### config.mk
export PLATFORM = sky130hd
export DESIGN_NAME = sequencer_flat
export DESIGN_NICKNAME = d
export VERILOG_FILES = /design/src/rtl/sequencer_if.sv /design/src/rtl/sequencer.sv /design/src/flat_wrapper.sv
export SDC_FILE = /design/constraint.sdc
export NUM_CORES = 1
export LEC_CHECK = 0
export BUFFER_PORTS_ARGS = -buffer_cell sky130_fd_sc_hd__buf_2
export CORE_MARGIN = 2
export CORE_UTILIZATION = 25
export CTS_BUF_LIST = sky130_fd_sc_hd__clkbuf_4 sky130_fd_sc_hd__clkbuf_8
export CTS_CLUSTER_DIAMETER = 120
export DETAILED_ROUTE_END_ITERATION = 10
export PLACE_DENSITY_LB_ADDON = 0.2
export SYNTH_ARGS = -nofsm -noshare
export SYNTH_HDL_FRONTEND = slang
export SYNTH_SLANG_ARGS = --single-unit
### constraint.sdc
create_clock -name clock -period 5.2 [get_ports clock]
set_input_delay 0.26 -clock clock [delete_from_list [all_inputs] [get_ports clock]]
set_output_delay 0.26 -clock clock [all_outputs]
set_load 0.01 [all_outputs]
### src/rtl/sequencer_if.sv
// Control-line bundle between the sequencer (master) and the sysbus datapath (slave).
// Carries the IR opcode and ALU zero flag inward; all strobes, halted and instr_count outward.
interface sequencer_if #(
    parameter int OP_W = 3
);
    logic [OP_W-1:0] opcode;
    logic            z_flag;

    logic            ACC_bus;
    logic            load_ACC;
    logic            PC_bus;
    logic            load_PC;
    logic            load_IR;
    logic            load_MAR;
    logic            MDR_bus;
    logic            ALU_ACC;
    logic            ALU_add;
    logic            ALU_sub;
    logic            ALU_xor;
    logic            INC_PC;
    logic            Addr_bus;
    logic            CS;
    logic            R_NW;
    logic            halted;
    logic [15:0]     instr_count;

    modport master (
        input  opcode, z_flag,
        output ACC_bus, load_ACC, PC_bus, load_PC, load_IR, load_MAR, MDR_bus,
               ALU_ACC, ALU_add, ALU_sub, ALU_xor, INC_PC, Addr_bus, CS, R_NW,
               halted, instr_count
    );

    modport slave (
        output opcode, z_flag,
        input  ACC_bus, load_ACC, PC_bus, load_PC, load_IR, load_MAR, MDR_bus,
               ALU_ACC, ALU_add, ALU_sub, ALU_xor, INC_PC, Addr_bus, CS, R_NW,
               halted, instr_count
    );
endinterface

### src/rtl/sequencer.sv
// Fetch/decode/execute control sequencer for the 8-bit sysbus processor.
// Define SEQ_HALT_EN to make opcode 111 a HALT; otherwise it decodes as NOP.
module sequencer (
    input  logic        clock,
    input  logic        n_reset,
    sequencer_if.master bus
);

    typedef enum logic [2:0] {
        S_FETCH,
        S_IR,
        S_ADDR,
        S_EXEC,
        S_HALT
    } state_e;

    typedef enum logic [2:0] {
        OP_LOAD  = 3'b000,
        OP_STORE = 3'b001,
        OP_ADD   = 3'b010,
        OP_SUB   = 3'b011,
        OP_BNE   = 3'b100,
        OP_XOR   = 3'b101,
        OP_NOP   = 3'b110,
        OP_HALT  = 3'b111
    } op_e;

    typedef struct packed {
        logic acc_bus;
        logic load_acc;
        logic pc_bus;
        logic load_pc;
        logic load_ir;
        logic load_mar;
        logic mdr_bus;
        logic alu_acc;
        logic alu_add;
        logic alu_sub;
        logic alu_xor;
        logic inc_pc;
        logic addr_bus;
        logic cs;
        logic r_nw;
        logic halted;
    } ctrl_t;

    state_e      state_q;
    state_e      state_d;
    logic [15:0] count_q;
    logic        count_en;
    ctrl_t       ctrl;
    op_e         op;

    assign op = op_e'(bus.opcode);

    // NOTE: sequential state uses non-blocking assignments so every register
    // samples the pre-edge values; blocking here would create order-dependent races.
    always_ff @(posedge clock or negedge n_reset) begin
        if (!n_reset) begin
            state_q <= S_FETCH;
            count_q <= '0;
        end else begin
            state_q <= state_d;
            if (count_en && (count_q != 16'hFFFF)) begin
                count_q <= count_q + 16'd1;
            end
        end
    end

    // NOTE: every variable gets a default before the case so no path leaves
    // one unassigned, which would infer a latch.
    always_comb begin
        state_d   = state_q;
        ctrl      = '0;
        ctrl.r_nw = 1'b1;

        unique case (state_q)
            S_FETCH: begin
                ctrl.pc_bus   = 1'b1;
                ctrl.load_mar = 1'b1;
                ctrl.inc_pc   = 1'b1;
                ctrl.load_pc  = 1'b1;
                state_d       = S_IR;
            end
            S_IR: begin
                ctrl.cs      = 1'b1;
                ctrl.mdr_bus = 1'b1;
                ctrl.load_ir = 1'b1;
                state_d      = S_ADDR;
            end
            S_ADDR: begin
                state_d = S_FETCH;
                case (op)
                    OP_LOAD, OP_STORE, OP_ADD, OP_SUB, OP_XOR: begin
                        ctrl.addr_bus = 1'b1;
                        ctrl.load_mar = 1'b1;
                        state_d       = S_EXEC;
                    end
                    OP_BNE: begin
                        // Branch target goes straight from the IR address field into the PC.
                        ctrl.addr_bus = 1'b1;
                        ctrl.load_pc  = !bus.z_flag;
                    end
                    OP_HALT: begin
`ifdef SEQ_HALT_EN
                        state_d = S_HALT;
`endif
                    end
                    default: ;
                endcase
            end
            S_EXEC: begin
                state_d = S_FETCH;
                case (op)
                    OP_LOAD: begin
                        ctrl.cs       = 1'b1;
                        ctrl.mdr_bus  = 1'b1;
                        ctrl.load_acc = 1'b1;
                    end
                    OP_ADD, OP_SUB, OP_XOR: begin
                        ctrl.cs       = 1'b1;
                        ctrl.mdr_bus  = 1'b1;
                        ctrl.load_acc = 1'b1;
                        ctrl.alu_acc  = 1'b1;
                        ctrl.alu_add  = (op == OP_ADD);
                        ctrl.alu_sub  = (op == OP_SUB);
                        ctrl.alu_xor  = (op == OP_XOR);
                    end
                    OP_STORE: begin
                        ctrl.cs      = 1'b1;
                        ctrl.acc_bus = 1'b1;
                        ctrl.r_nw    = 1'b0;
                    end
                    default: ;
                endcase
            end
            S_HALT: begin
`ifdef SEQ_HALT_EN
                ctrl.halted = 1'b1;
`else
                state_d = S_FETCH;
`endif
            end
            default: state_d = S_FETCH;
        endcase

        count_en = (state_d == S_FETCH) &&
                   ((state_q == S_ADDR) || (state_q == S_EXEC));

        // Outputs fall to their idle values the moment reset asserts, not at the next edge.
        if (!n_reset) begin
            ctrl      = '0;
            ctrl.r_nw = 1'b1;
        end
    end

    assign bus.ACC_bus     = ctrl.acc_bus;
    assign bus.load_ACC    = ctrl.load_acc;
    assign bus.PC_bus      = ctrl.pc_bus;
    assign bus.load_PC     = ctrl.load_pc;
    assign bus.load_IR     = ctrl.load_ir;
    assign bus.load_MAR    = ctrl.load_mar;
    assign bus.MDR_bus     = ctrl.mdr_bus;
    assign bus.ALU_ACC     = ctrl.alu_acc;
    assign bus.ALU_add     = ctrl.alu_add;
    assign bus.ALU_sub     = ctrl.alu_sub;
    assign bus.ALU_xor     = ctrl.alu_xor;
    assign bus.INC_PC      = ctrl.inc_pc;
    assign bus.Addr_bus    = ctrl.addr_bus;
    assign bus.CS          = ctrl.cs;
    assign bus.R_NW        = ctrl.r_nw;
    assign bus.halted      = ctrl.halted;
    assign bus.instr_count = count_q;

endmodule

### src/flat_wrapper.sv
// flat-port wrapper written by rule: the top's interface ports become plain ports
module sequencer_flat 
  (clock, n_reset, bus_opcode, bus_z_flag, bus_ACC_bus, bus_load_ACC, bus_PC_bus, bus_load_PC, bus_load_IR, bus_load_MAR, bus_MDR_bus, bus_ALU_ACC, bus_ALU_add, bus_ALU_sub, bus_ALU_xor, bus_INC_PC, bus_Addr_bus, bus_CS, bus_R_NW, bus_halted, bus_instr_count);
  sequencer_if #(.OP_W(3)) bus_i ();
  input  logic clock;
  input  logic n_reset;
  input wire logic [$bits(bus_i.opcode)-1:0] bus_opcode;
  input wire logic [$bits(bus_i.z_flag)-1:0] bus_z_flag;
  output wire logic [$bits(bus_i.ACC_bus)-1:0] bus_ACC_bus;
  output wire logic [$bits(bus_i.load_ACC)-1:0] bus_load_ACC;
  output wire logic [$bits(bus_i.PC_bus)-1:0] bus_PC_bus;
  output wire logic [$bits(bus_i.load_PC)-1:0] bus_load_PC;
  output wire logic [$bits(bus_i.load_IR)-1:0] bus_load_IR;
  output wire logic [$bits(bus_i.load_MAR)-1:0] bus_load_MAR;
  output wire logic [$bits(bus_i.MDR_bus)-1:0] bus_MDR_bus;
  output wire logic [$bits(bus_i.ALU_ACC)-1:0] bus_ALU_ACC;
  output wire logic [$bits(bus_i.ALU_add)-1:0] bus_ALU_add;
  output wire logic [$bits(bus_i.ALU_sub)-1:0] bus_ALU_sub;
  output wire logic [$bits(bus_i.ALU_xor)-1:0] bus_ALU_xor;
  output wire logic [$bits(bus_i.INC_PC)-1:0] bus_INC_PC;
  output wire logic [$bits(bus_i.Addr_bus)-1:0] bus_Addr_bus;
  output wire logic [$bits(bus_i.CS)-1:0] bus_CS;
  output wire logic [$bits(bus_i.R_NW)-1:0] bus_R_NW;
  output wire logic [$bits(bus_i.halted)-1:0] bus_halted;
  output wire logic [$bits(bus_i.instr_count)-1:0] bus_instr_count;
  assign bus_i.opcode = bus_opcode;
  assign bus_i.z_flag = bus_z_flag;
  assign bus_ACC_bus = bus_i.ACC_bus;
  assign bus_load_ACC = bus_i.load_ACC;
  assign bus_PC_bus = bus_i.PC_bus;
  assign bus_load_PC = bus_i.load_PC;
  assign bus_load_IR = bus_i.load_IR;
  assign bus_load_MAR = bus_i.load_MAR;
  assign bus_MDR_bus = bus_i.MDR_bus;
  assign bus_ALU_ACC = bus_i.ALU_ACC;
  assign bus_ALU_add = bus_i.ALU_add;
  assign bus_ALU_sub = bus_i.ALU_sub;
  assign bus_ALU_xor = bus_i.ALU_xor;
  assign bus_INC_PC = bus_i.INC_PC;
  assign bus_Addr_bus = bus_i.Addr_bus;
  assign bus_CS = bus_i.CS;
  assign bus_R_NW = bus_i.R_NW;
  assign bus_halted = bus_i.halted;
  assign bus_instr_count = bus_i.instr_count;
  sequencer u_core (.clock(clock), .n_reset(n_reset), .bus(bus_i));
endmodule
==> reports/metrics.json, run 1 <==
{
  "clock_tree": {
    "clock_insertion_delay_worst_skew_ns": 0.25,
    "ctsLongestPathBuffers": 2,
    "cts_made_buffers": 3,
    "tritoncts": "yes",
    "cts.clk_slew.worst_paths_ns": 0.07,
    "clkSinkCount": 18,
    "ctsHtreeMaxLevel": 1,
    "clock_tree.root_cell": "clkbuf_8"
  },
  "synthesis": {
    "synth.area.mux_share": 0.0369,
    "netlist_instances": 103,
    "post_synth_xor_area_fraction": 0.121,
    "syn-num-nets": 110,
    "synth_enable_flop_cells": 0,
    "synth_top_family_by_area": "simple AND/OR/NAND/NOR gates",
    "synth-async-reset-ratio": 1.00,
    "synth_seq_cells": 18,
    "synth_area_per_cell_um2": 9.88,
    "synthesis.yosys.warnings": 0,
    "post_synth_and_or_nand_nor_area_fraction": 0.288,
    "synth_compound_area_frac": 0.0615,
    "post_synth_adder_cell_area": 0.0123,
    "synth.distinct_cells": 29,
    "dominantRegCellSynth": "dfrtp_1",
    "register_area_share_after_synthesis": 0.443,
    "synth.cell_area_um2": 1020
  },
  "cells_and_area": {
    "post-route-cell-area_um2": 1300,
    "layout_common_cells": "buf_2, dfrtp_1, xnor2_1, nand2_1",
    "drive_above_1_share": 0.343,
    "commonest_non_fill_non_tap_cell_in_the_layout": "buf_2",
    "syn_to_final_growth_pct": 27.6,
    "finalNetCount": 148,
    "diodes": 0,
    "final_core_utilization": 0.327
  },
  "sta": {
    "period_minus_slack_ns": 2.09,
    "report.final.hold_viol_count": 0,
    "totalNegativeSetupSlack_ns": 0,
    "post-route-period-util": 0.402,
    "fin_worst_skew_ns": 0.00126,
    "grt_setup_unrepaired": "no",
    "maximum_clock_frequency_ghz": 0.478,
    "setup_viol_count_final": 0,
    "timing_max_transition_violations_final": 0
  },
  "pwr": {
    "peakVddDrop_mv": 0.181,
    "p_total_w": 0.000509,
    "power.density_cell_area_nw_per_um2": 393,
    "p_leak_nw": 0.640
  },
  "routing": {
    "initialDrtViolationCount": 24,
    "final_antenna_net_count": 0,
    "drt_first_pass_iters": 4,
    "vias": 858,
    "drc_violations_left": 0,
    "via_per_inst": 4.52,
    "wirelength_um": 2200,
    "routed_wire_length_per_instance_um": 11.6
  },
  "worst_setup_path": {
    "cell_mode_on_critical_path": "buf_2",
    "cp-end-kind": "output port",
    "timing_worst_setup_path_type": "primary input to output port",
    "cp_cell_sequence": "dlygate4sd3_1 > buf_2 > nand4_1 > nor3_1 > inv_1 > buf_2",
    "crit_family": "buffers and inverters",
    "cp.arrival_ns": 1.83,
    "crit_slowest_cell": "dlygate4sd3_1",
    "crit_path_start_kind": "primary input",
    "worstPathBufferInverterCount": 4,
    "worstPathRequired_ns": 4.94,
    "timing.critical_path.fanout_max": 22,
    "critPathMaxStageDelay_ns": 0.52
  },
  "floorplanning": {
    "floorplan.initialDensity": 0.256,
    "dieArea_um2": 4590,
    "core_region_area_um2": 3970,
    "io_pins": 38,
    "die_w_um": 67.8,
    "fp.dieH_um": 67.8,
    "floorplan.rows": 23
  },
  "run_status": {
    "run_status": "finished, final reports clean"
  },
  "placed_design": {
    "gp_routability_congestion": 0.694,
    "port_buffers": 36,
    "placed_area_um2": 1230,
    "detailed_place_hpwl_um": 1700
  },
  "global_route": {
    "grt_use_total": 0.103,
    "grt_pass1_wl_um": 3590,
    "first_global_vias": 815,
    "antenna_found_initial": 0,
    "maximum_number_of_pins_on_one_net_before_global_route_repair": 23,
    "grt_remaining_overflow": 0
  },
  "run": {
    "cap_violations": 0
  },
  "worst_hold_path": {
    "hp-class": "primary input to flop"
  }
}
## worst min-delay path: stages
cell	delay, ns
buf_2	0.15
nand2_2	0.08
nor2_1	0.06
nor2_1	0.08
## sequential cells by signal, summed over array words and instances, names as in the netlist
register / cells
u_core.state_q: 2
u_core.bus.instr_count: 16
## report_power, final
group	switching [W]	internal [W]
Sequential	0.0000473	0.000171
Combinational	0.0000987	0.0000804
Clock	0.0000453	0.0000671
## Yosys cell counts, drive strengths merged, types with 2 or more instances
cell type  count  area share
xor2           2       0.017
xnor2         12        0.10
and4           2       0.020
and3           4       0.025
nand2b         5       0.031
nand2         12       0.047
nand3         10       0.049
inv            2      0.0074
nor3           2      0.0098
a21oi          4       0.020
buf            4       0.027
a31oi          2       0.027
nor2          10       0.037
nand4          4       0.025
mux2           3       0.037
dfrtp         18        0.44
nor4           2       0.033
## path summary, 6_finish.rpt
path,to,slack (ns),cells past startpoint,start
max,bus_R_NW,3.11,6,n_reset
min,u_core.state_q[0]$_DFF_PN0_,0.43,4,bus_opcode[2]
max reg2reg,u_core.bus.instr_count[1]$_DFFE_PN0P_,3.24,5,u_core.bus.instr_count[0]$_DFFE_PN0P_
max in group asynchronous,u_core.state_q[1]$_DFF_PN0_,4.38,2,n_reset
min reg2reg,u_core.bus.instr_count[13]$_DFFE_PN0P_,0.50,1,u_core.bus.instr_count[13]$_DFFE_PN0P_
min in group asynchronous,u_core.bus.instr_count[3]$_DFFE_PN0P_,0.50,2,n_reset
## metrics by stage
| stage | hold WS [ns] | setup WS, ns | std cells |
|---|---|---|---|
| 2_1_floorplan | -0.0356 | 3.35 | 103 |
| 3_3_place_gp | 0.242 | 3.33 | 185 |
| 6_report | 0.430 | 3.11 | 190 |
| 3_5_place_dp | 0.247 | 3.25 | 185 |
| 4_1_cts | 0.431 | 3.08 | 190 |
| 5_1_grt | 0.462 | 2.91 | 190 |
## layout make-up
cell class / instances / area [um2]
Clock buffer: 4 / 55.1
Fill cell: 429 / 2670
Inverter: 2 / 7.51
Multi-Input combinational cell: 79 / 532
Sequential cell: 18 / 450
Tap cell: 50 / 62.6
Timing Repair Buffer: 37 / 190
## routing by layer
metal	up-vias	wire length, um	track usage
li1	427	-	-
met4	0	19	0.0450
met2	32	1020	0.184
met1	397	1000	0.120
met5	-	0	0
met3	2	155	0.0167
## cell families (layout without fill, tap and decap cells)
logic type	count (synthesis)	in the layout
buffers and inverters	6	43
adders and majority gates	1	1
other	1	1
and+or+nand+nor	53	53
xor gates and xnor gates	14	14
DFF	18	18
AOI/OAI and AO/OA	7	7
muxes	3	3
## repair_timing
item | 4_1_cts | 5_1_grt
gates resized for setup | 0 | 0
hold endpoints to repair | 18 | 0
buffers inserted | 0 | 0
hold buffers | 1 | 0
(Power assumes the default switching activity.)
==> run 2, diff against run 1 <==
==> constraint.sdc (replaced) <==
create_clock -name clock -period 1.95 [get_ports clock]
set_input_delay 0.0975 -clock clock [delete_from_list [all_inputs] [get_ports clock]]
set_output_delay 0.0975 -clock clock [all_outputs]
set_load 0.01 [all_outputs]
==> run 2 against run 1 <==
Sequential share of layout area down 0.59 points. Setup slack worse by 3.0 ns. Combinational power grew to 3.0 times the previous value. Clock skew increased by 0.00054 ns. Sequential power increased to 2.6 times the previous value. Wire length is 2.7% higher. Clock power grew to 2.7 times the previous value. Power grew to 2.7 times the previous value. Final cell count grew 1.6%. Highest routed layer is now met3. Sequential cell count stayed put. Via count rose by 2.0%. First-iteration DRC count unchanged.
==> reports/metrics.json, run 2 (synthesis results as in run 1) <==
{
  "sta": {
    "grt_setup_unrepaired": "no",
    "totalNegativeSetupSlack_ns": 0,
    "fin_worst_skew_ns": 0.00180,
    "report.final.hold_viol_count": 0,
    "setup_viol_count_final": 0,
    "period_minus_slack_ns": 1.85,
    "setup_ws_ns": 0.104,
    "timing_max_transition_violations_final": 0,
    "post-route-period-util": 0.947,
    "maximum_clock_frequency_ghz": 0.542
  },
  "clock_tree": {
    "cts-resized-gates": 0,
    "clock_tree.root_cell": "clkbuf_8",
    "ctsHtreeMaxLevel": 1,
    "clock_insertion_delay_worst_skew_ns": 0.25,
    "cts_made_buffers": 3,
    "clkSinkCount": 18,
    "tritoncts": "yes",
    "ctsLongestPathBuffers": 2,
    "cts.clk_slew.worst_paths_ns": 0.07
  },
  "worst_setup_path": {
    "crit_end": "u_core.bus.instr_count[1]$_DFFE_PN0P_",
    "cp-end-kind": "flop",
    "timing.critical_path.fanout_max": 10,
    "worstPathRequired_ns": 2.09,
    "crit_path_start_kind": "flop",
    "rr_endpoint": "u_core.bus.instr_count[1]$_DFFE_PN0P_",
    "minimum_setup_slack_among_reg_to_reg_paths_ns": 0.10,
    "critPathMaxStageDelay_ns": 0.40,
    "worst_r2r_path_depth": 5,
    "cp_cell_sequence": "ha_1 > and4_1 > and3_1 > a31oi_4 > mux2_1",
    "rr_startpoint": "u_core.bus.instr_count[1]$_DFFE_PN0P_",
    "crit_slowest_cell": "dfrtp_1",
    "cp.arrival_ns": 1.98,
    "crit_start": "u_core.bus.instr_count[1]$_DFFE_PN0P_",
    "timing_worst_setup_path_type": "flop to flop"
  },
  "routing": {
    "drt_first_pass_iters": 2,
    "routed_wire_length_per_instance_um": 11.7,
    "via_per_inst": 4.53,
    "drc_violations_left": 0,
    "final_antenna_net_count": 0,
    "wirelength_um": 2260,
    "vias": 875,
    "initialDrtViolationCount": 24
  },
  "cells_and_area": {
    "final_core_utilization": 0.332,
    "largest_register_ffs": 16,
    "multiInputGateArea_um2": 532,
    "syn_to_final_growth_pct": 29.8,
    "commonest_non_fill_non_tap_cell_in_the_layout": "buf_2",
    "drive_above_1_share": 0.357,
    "seqCellArea_um2": 450,
    "post-route-cell-area_um2": 1320,
    "diodes": 0,
    "finish.cell_count_without_fillers": 193,
    "layout_common_cells": "buf_2, dfrtp_1, xnor2_1, nand2_1",
    "finalNetCount": 151,
    "fillCellCount": 422
  },
  "run": {
    "cap_violations": 0
  },
  "global_route": {
    "antenna_found_initial": 0,
    "grt_remaining_overflow": 0,
    "maximum_number_of_pins_on_one_net_before_global_route_repair": 14,
    "grt_use_total": 0.105,
    "first_global_vias": 833,
    "grt_pass1_wl_um": 3660
  },
  "placed_design": {
    "place.detailed.instances": 188,
    "post-place-ws_ns": 0.0623,
    "placed_area_um2": 1250,
    "port_buffers": 36,
    "gp_routability_congestion": 0.720,
    "detailed_place_hpwl_um": 1790
  },
  "floorplanning": {
    "core_region_area_um2": 3970,
    "io_pins": 38,
    "floorplan.initialDensity": 0.256,
    "die_w_um": 67.8,
    "floorplan.rows": 23,
    "fp.dieH_um": 67.8,
    "dieArea_um2": 4590
  },
  "worst_hold_path": {
    "hp-class": "primary input to async pin"
  },
  "pwr": {
    "peakVddDrop_mv": 0.519,
    "power.density_cell_area_nw_per_um2": 1060,
    "p_leak_nw": 0.655
  },
  "run_status": {
    "run_status": "finished, final reports clean"
  }
}
==> run 2: changes by cell type in the layout (fill, tap and decap cells not counted), sizes merged <==
| cell | delta |
|---|---|
| buf | +3 |
==> run 2: repair_timing <==
| item | in CTS | in global routing |
|---|---|---|
| hold buffers | 1 | 0 |
| hold endpoints to repair | 18 | 0 |
| setup endpoints to repair | 0 | 2 |
| setup buffers | 0 | 0 |
==> run 2: how the worst min path moves through the flow <==
| stage | from | endpoint | slack, ns |
|---|---|---|---|
| 5_1_grt | n_reset | u_core.bus.instr_count[8]$_DFFE_PN0P_ | 0.24 |
| 4_1_cts | n_reset | u_core.bus.instr_count[7]$_DFFE_PN0P_ | 0.23 |
| 6_report | n_reset | u_core.bus.instr_count[8]$_DFFE_PN0P_ | 0.23 |
| 3_3_place_gp | n_reset | u_core.bus.instr_count[7]$_DFFE_PN0P_ | -0.03 |
| 2_1_floorplan | n_reset | u_core.bus.instr_count[0]$_DFFE_PN0P_ | -0.20 |
| 3_5_place_dp | n_reset | u_core.bus.instr_count[7]$_DFFE_PN0P_ | -0.03 |
==> run 2: area by class of cell <==
| class | instances | area share |
|---|---|---|
| Multi-Input combinational cell | 79 | 0.403 |
| Sequential cell | 18 | 0.341 |
| Timing Repair Buffer | 40 | 0.161 |
| Tap cell | 50 | 0.0474 |
| Clock buffer | 4 | 0.0417 |
| Inverter | 2 | 0.00569 |
==> run 2: power breakdown <==
part	switching [W]	internal (W)	leakage (nW)
combinational	0.000295	0.000241	0.389
sequential	0.000104	0.000455	0.237
clock	0.000123	0.000179	0.0288
==> run 2: per-layer routing <==
layer	part of all wire	vias to the layer above	GRT usage	wire, um
met5	0	-	0	0
met4	0	0	0.0300	0
met3	0.079	0	0.0233	179
met2	0.46	29	0.179	1040
met1	0.46	415	0.132	1040
li1	-	431	-	-
==> run 2: per-stage QoR <==
step | power (W) | hold WS (ns)
2_1_floorplan | 0.000911 | -0.198
3_3_place_gp | 0.00109 | -0.0345
3_5_place_dp | 0.00110 | -0.0315
4_1_cts | 0.00142 | 0.231
5_1_grt | 0.00151 | 0.236
6_report | 0.00140 | 0.233
==> run 2: critical path, delay by kind of cell (launching register included) <==
kind / cells / cell delay, ns
compound gates: 1 / 0.30
fa+ha+maj: 1 / 0.21
flops: 1 / 0.40
mux: 1 / 0.35
simple gates: 2 / 0.46
==> run 3, diff against run 2 <==
--- a/config.mk
+++ b/config.mk
@@ -5,6 +5,7 @@
 export SDC_FILE = /design/constraint.sdc
 export NUM_CORES = 1
 export LEC_CHECK = 0
+export ABC_AREA = 1
 export BUFFER_PORTS_ARGS = -buffer_cell sky130_fd_sc_hd__buf_2
 export CORE_MARGIN = 2
 export CORE_UTILIZATION = 25
==> run 3 against run 2 <==
Sequential cell count stayed put. Wire length is 43% higher. Via count is 45% higher. Worst hold slack better by 0.0098 ns. Highest routed layer is now met4. Sequential share of layout area is 5.4 points lower.
==> reports/metrics.json, run 3 <==
{
  "run_status": {
    "run_status": "finished, final reports clean"
  },
  "pwr": {
    "clock_power_share": 0.218,
    "switchingPower_w": 0.000609,
    "power.density_cell_area_nw_per_um2": 930,
    "p_sw_frac": 0.417,
    "p_total_w": 0.00146,
    "p_leak_nw": 0.806,
    "power.combinational.fraction": 0.404,
    "power.sequential.fraction": 0.379,
    "internal-power_w": 0.000850,
    "peakVddDrop_mv": 0.556
  },
  "routing": {
    "wirelength_um": 3230,
    "vias": 1272,
    "final_antenna_net_count": 0,
    "via_per_inst": 4.25,
    "routed_wire_length_per_instance_um": 10.8,
    "drt_first_pass_iters": 4,
    "drc_violations_left": 0,
    "initialDrtViolationCount": 35
  },
  "global_route": {
    "maximum_number_of_pins_on_one_net_before_global_route_repair": 14,
    "grt_pass1_wl_um": 5380,
    "grt_use_total": 0.123,
    "first_global_vias": 1156,
    "antenna_found_initial": 0,
    "grt_remaining_overflow": 0
  },
  "synthesis": {
    "post_synth_adder_cell_area": 0.0100,
    "synth.distinct_cells": 23,
    "synth_compound_area_frac": 0.0562,
    "netlist_instances": 193,
    "synth.cells.most_frequent": "nand2_1, nor2_1, inv_1",
    "synth_area_leaders": "dfrtp_1, nand2_1, nor2_1",
    "synth.area.mux_share": 0,
    "dominantRegCellSynth": "dfrtp_1",
    "synth_top_family_by_area": "simple AND/OR/NAND/NOR gates",
    "synth-async-reset-ratio": 1.00,
    "synth.cell_area_um2": 1250,
    "register_area_share_after_synthesis": 0.361,
    "post_synth_xor_area_fraction": 0.0491,
    "synth_enable_flop_cells": 0,
    "top_cell_type_s_share_of_synthesized_area": 0.361,
    "syn-num-nets": 200,
    "yosys.cell_count.top_type": "nand2_1",
    "post_synth_and_or_nand_nor_area_fraction": 0.421,
    "synthesis.yosys.warnings": 0,
    "synth_seq_cells": 18,
    "synth_area_per_cell_um2": 6.46,
    "synth_top_cell_by_area": "dfrtp_1"
  },
  "worst_setup_path": {
    "crit_slowest_cell": "dlygate4sd3_1",
    "crit_path_start_kind": "primary input",
    "cell_mode_on_critical_path": "buf_2",
    "cp-end-kind": "output port",
    "critPathMaxStageDelay_ns": 0.52,
    "worst_r2r_path_depth": 8,
    "cp_cell_sequence": "dlygate4sd3_1 > buf_2 > buf_4 > nand2_1 > a211oi_1 > buf_2",
    "worstPathRequired_ns": 1.85,
    "timing.critical_path.fanout_max": 12,
    "path_depth": 6,
    "timing_worst_setup_path_type": "primary input to output port",
    "worstPathBufferInverterCount": 4,
    "cp.arrival_ns": 1.62,
    "crit_family": "buffers and inverters"
  },
  "floorplanning": {
    "dieArea_um2": 5570,
    "io_pins": 38,
    "floorplan.initialDensity": 0.262,
    "fp.dieH_um": 74.6,
    "floorplan.rows": 25,
    "die_w_um": 74.6,
    "core_region_area_um2": 4750
  },
  "cells_and_area": {
    "syn_to_final_growth_pct": 25.8,
    "final_core_utilization": 0.330,
    "layout_common_cells": "nand2_1, buf_2, nor2_1, inv_1, dfrtp_1",
    "finish.cell_count_without_fillers": 299,
    "finalNetCount": 240,
    "commonest_non_fill_non_tap_cell_in_the_layout": "nand2_1",
    "largest_register_ffs": 16,
    "drive_above_1_share": 0.211,
    "diodes": 0
  },
  "run": {
    "cap_violations": 0
  },
  "clock_tree": {
    "cts.clk_slew.worst_paths_ns": 0.08,
    "ctsHtreeMaxLevel": 1,
    "cts_made_buffers": 3,
    "clock_tree.root_cell": "clkbuf_8",
    "ctsLongestPathBuffers": 2,
    "clock_insertion_delay_worst_skew_ns": 0.26,
    "cts_post_setup_buffers_inserted": 0,
    "tritoncts": "yes",
    "clkSinkCount": 18
  },
  "placed_design": {
    "place.detailed.instances": 294,
    "detailed_place_hpwl_um": 2460,
    "port_buffers": 36,
    "gp_routability_congestion": 0.763
  },
  "worst_hold_path": {
    "hp-class": "primary input to async pin"
  },
  "sta": {
    "setup_viol_count_final": 0,
    "maximum_clock_frequency_ghz": 0.581,
    "totalNegativeSetupSlack_ns": 0,
    "timing_max_transition_violations_final": 0,
    "post-route-period-util": 0.882,
    "grt_setup_unrepaired": "no",
    "fin_worst_skew_ns": 0.0113,
    "report.final.hold_viol_count": 0,
    "period_minus_slack_ns": 1.72
  }
}
run 3: cell type report:
type                    count  area [um2]
clock buffers               4        55.1
fillers                   574        3190
inverters                  21        81.3
multi-input cells         149         673
flip-flops and latches     18         450
well taps                  67        83.8
repair buffers             40         225
run 3: path summary, 6_finish.rpt:
check	to	start	slack, ns
worst min-delay path	u_core.bus.instr_count[15]$_DFFE_PN0P_	n_reset	0.24
min in group clock	u_core.state_q[1]$_DFF_PN0_	bus_opcode[2]	0.27
worst max register to register	u_core.bus.instr_count[4]$_DFFE_PN0P_	u_core.bus.instr_count[0]$_DFFE_PN0P_	0.23
worst min register to register	u_core.bus.instr_count[1]$_DFFE_PN0P_	u_core.bus.instr_count[1]$_DFFE_PN0P_	0.55
max in group asynchronous	u_core.state_q[1]$_DFF_PN0_	n_reset	1.26
worst max-delay path	bus_Addr_bus	n_reset	0.23
run 3: through the flow:
stage	area, um2	hold slack (ns)	setup WS (ns)
after global routing	1570	0.284	0.0482
after global placement	1500	0.00396	0.311
after detailed placement	1500	0.00647	0.233
after CTS	1570	0.263	0.174
final	1570	0.243	0.230
after floorplan	1250	-0.198	0.327
run 3: power by group through the flow:
stage	clock [W]	sequential (W)	combinational, W
floorplan	0	0.000536	0.000415
global placement	0	0.000557	0.000596
detailed placement	0	0.000559	0.000596
CTS	0.000328	0.000553	0.000599
global route	0.000341	0.000570	0.000676
finish	0.000318	0.000553	0.000589
run 3: repair_timing:
action / in CTS / in global routing
endpoints found under the hold margin: 10 / 0
resized for setup: 0 / 0
hold buffers: 1 / 0
run 3: cells by family (layout without fill, tap and decap cells):
| family | count (synthesis) | in the layout |
|---|---|---|
| buffers and inverters | 26 | 65 |
| other | 1 | 1 |
| AOI/OAI and AO/OA | 11 | 11 |
| adders and majority gates | 1 | 1 |
| xor gates and xnor gates | 7 | 7 |
| and+or+nand+nor | 129 | 129 |
| DFF | 18 | 18 |
run 3: metal layers:
layer  global-route usage  wire length, um  up-vias
li1                     -                -      674
met1                0.172             1610      557
met2                0.206             1440       37
met3               0.0120              151        4
met4               0.0298               33        0
met5                    0                0        -
run 3: worst reg2reg max path, delay by kind of cell (launching register included):
kind	cells	cell delay, ns
adder cells (fa/ha/maj)	1	0.29
flip-flops	1	0.45
AO/OA/AOI/OAI	1	0.29
buffers and inverters	2	0.22
AND/OR/NAND/NOR	4	0.35
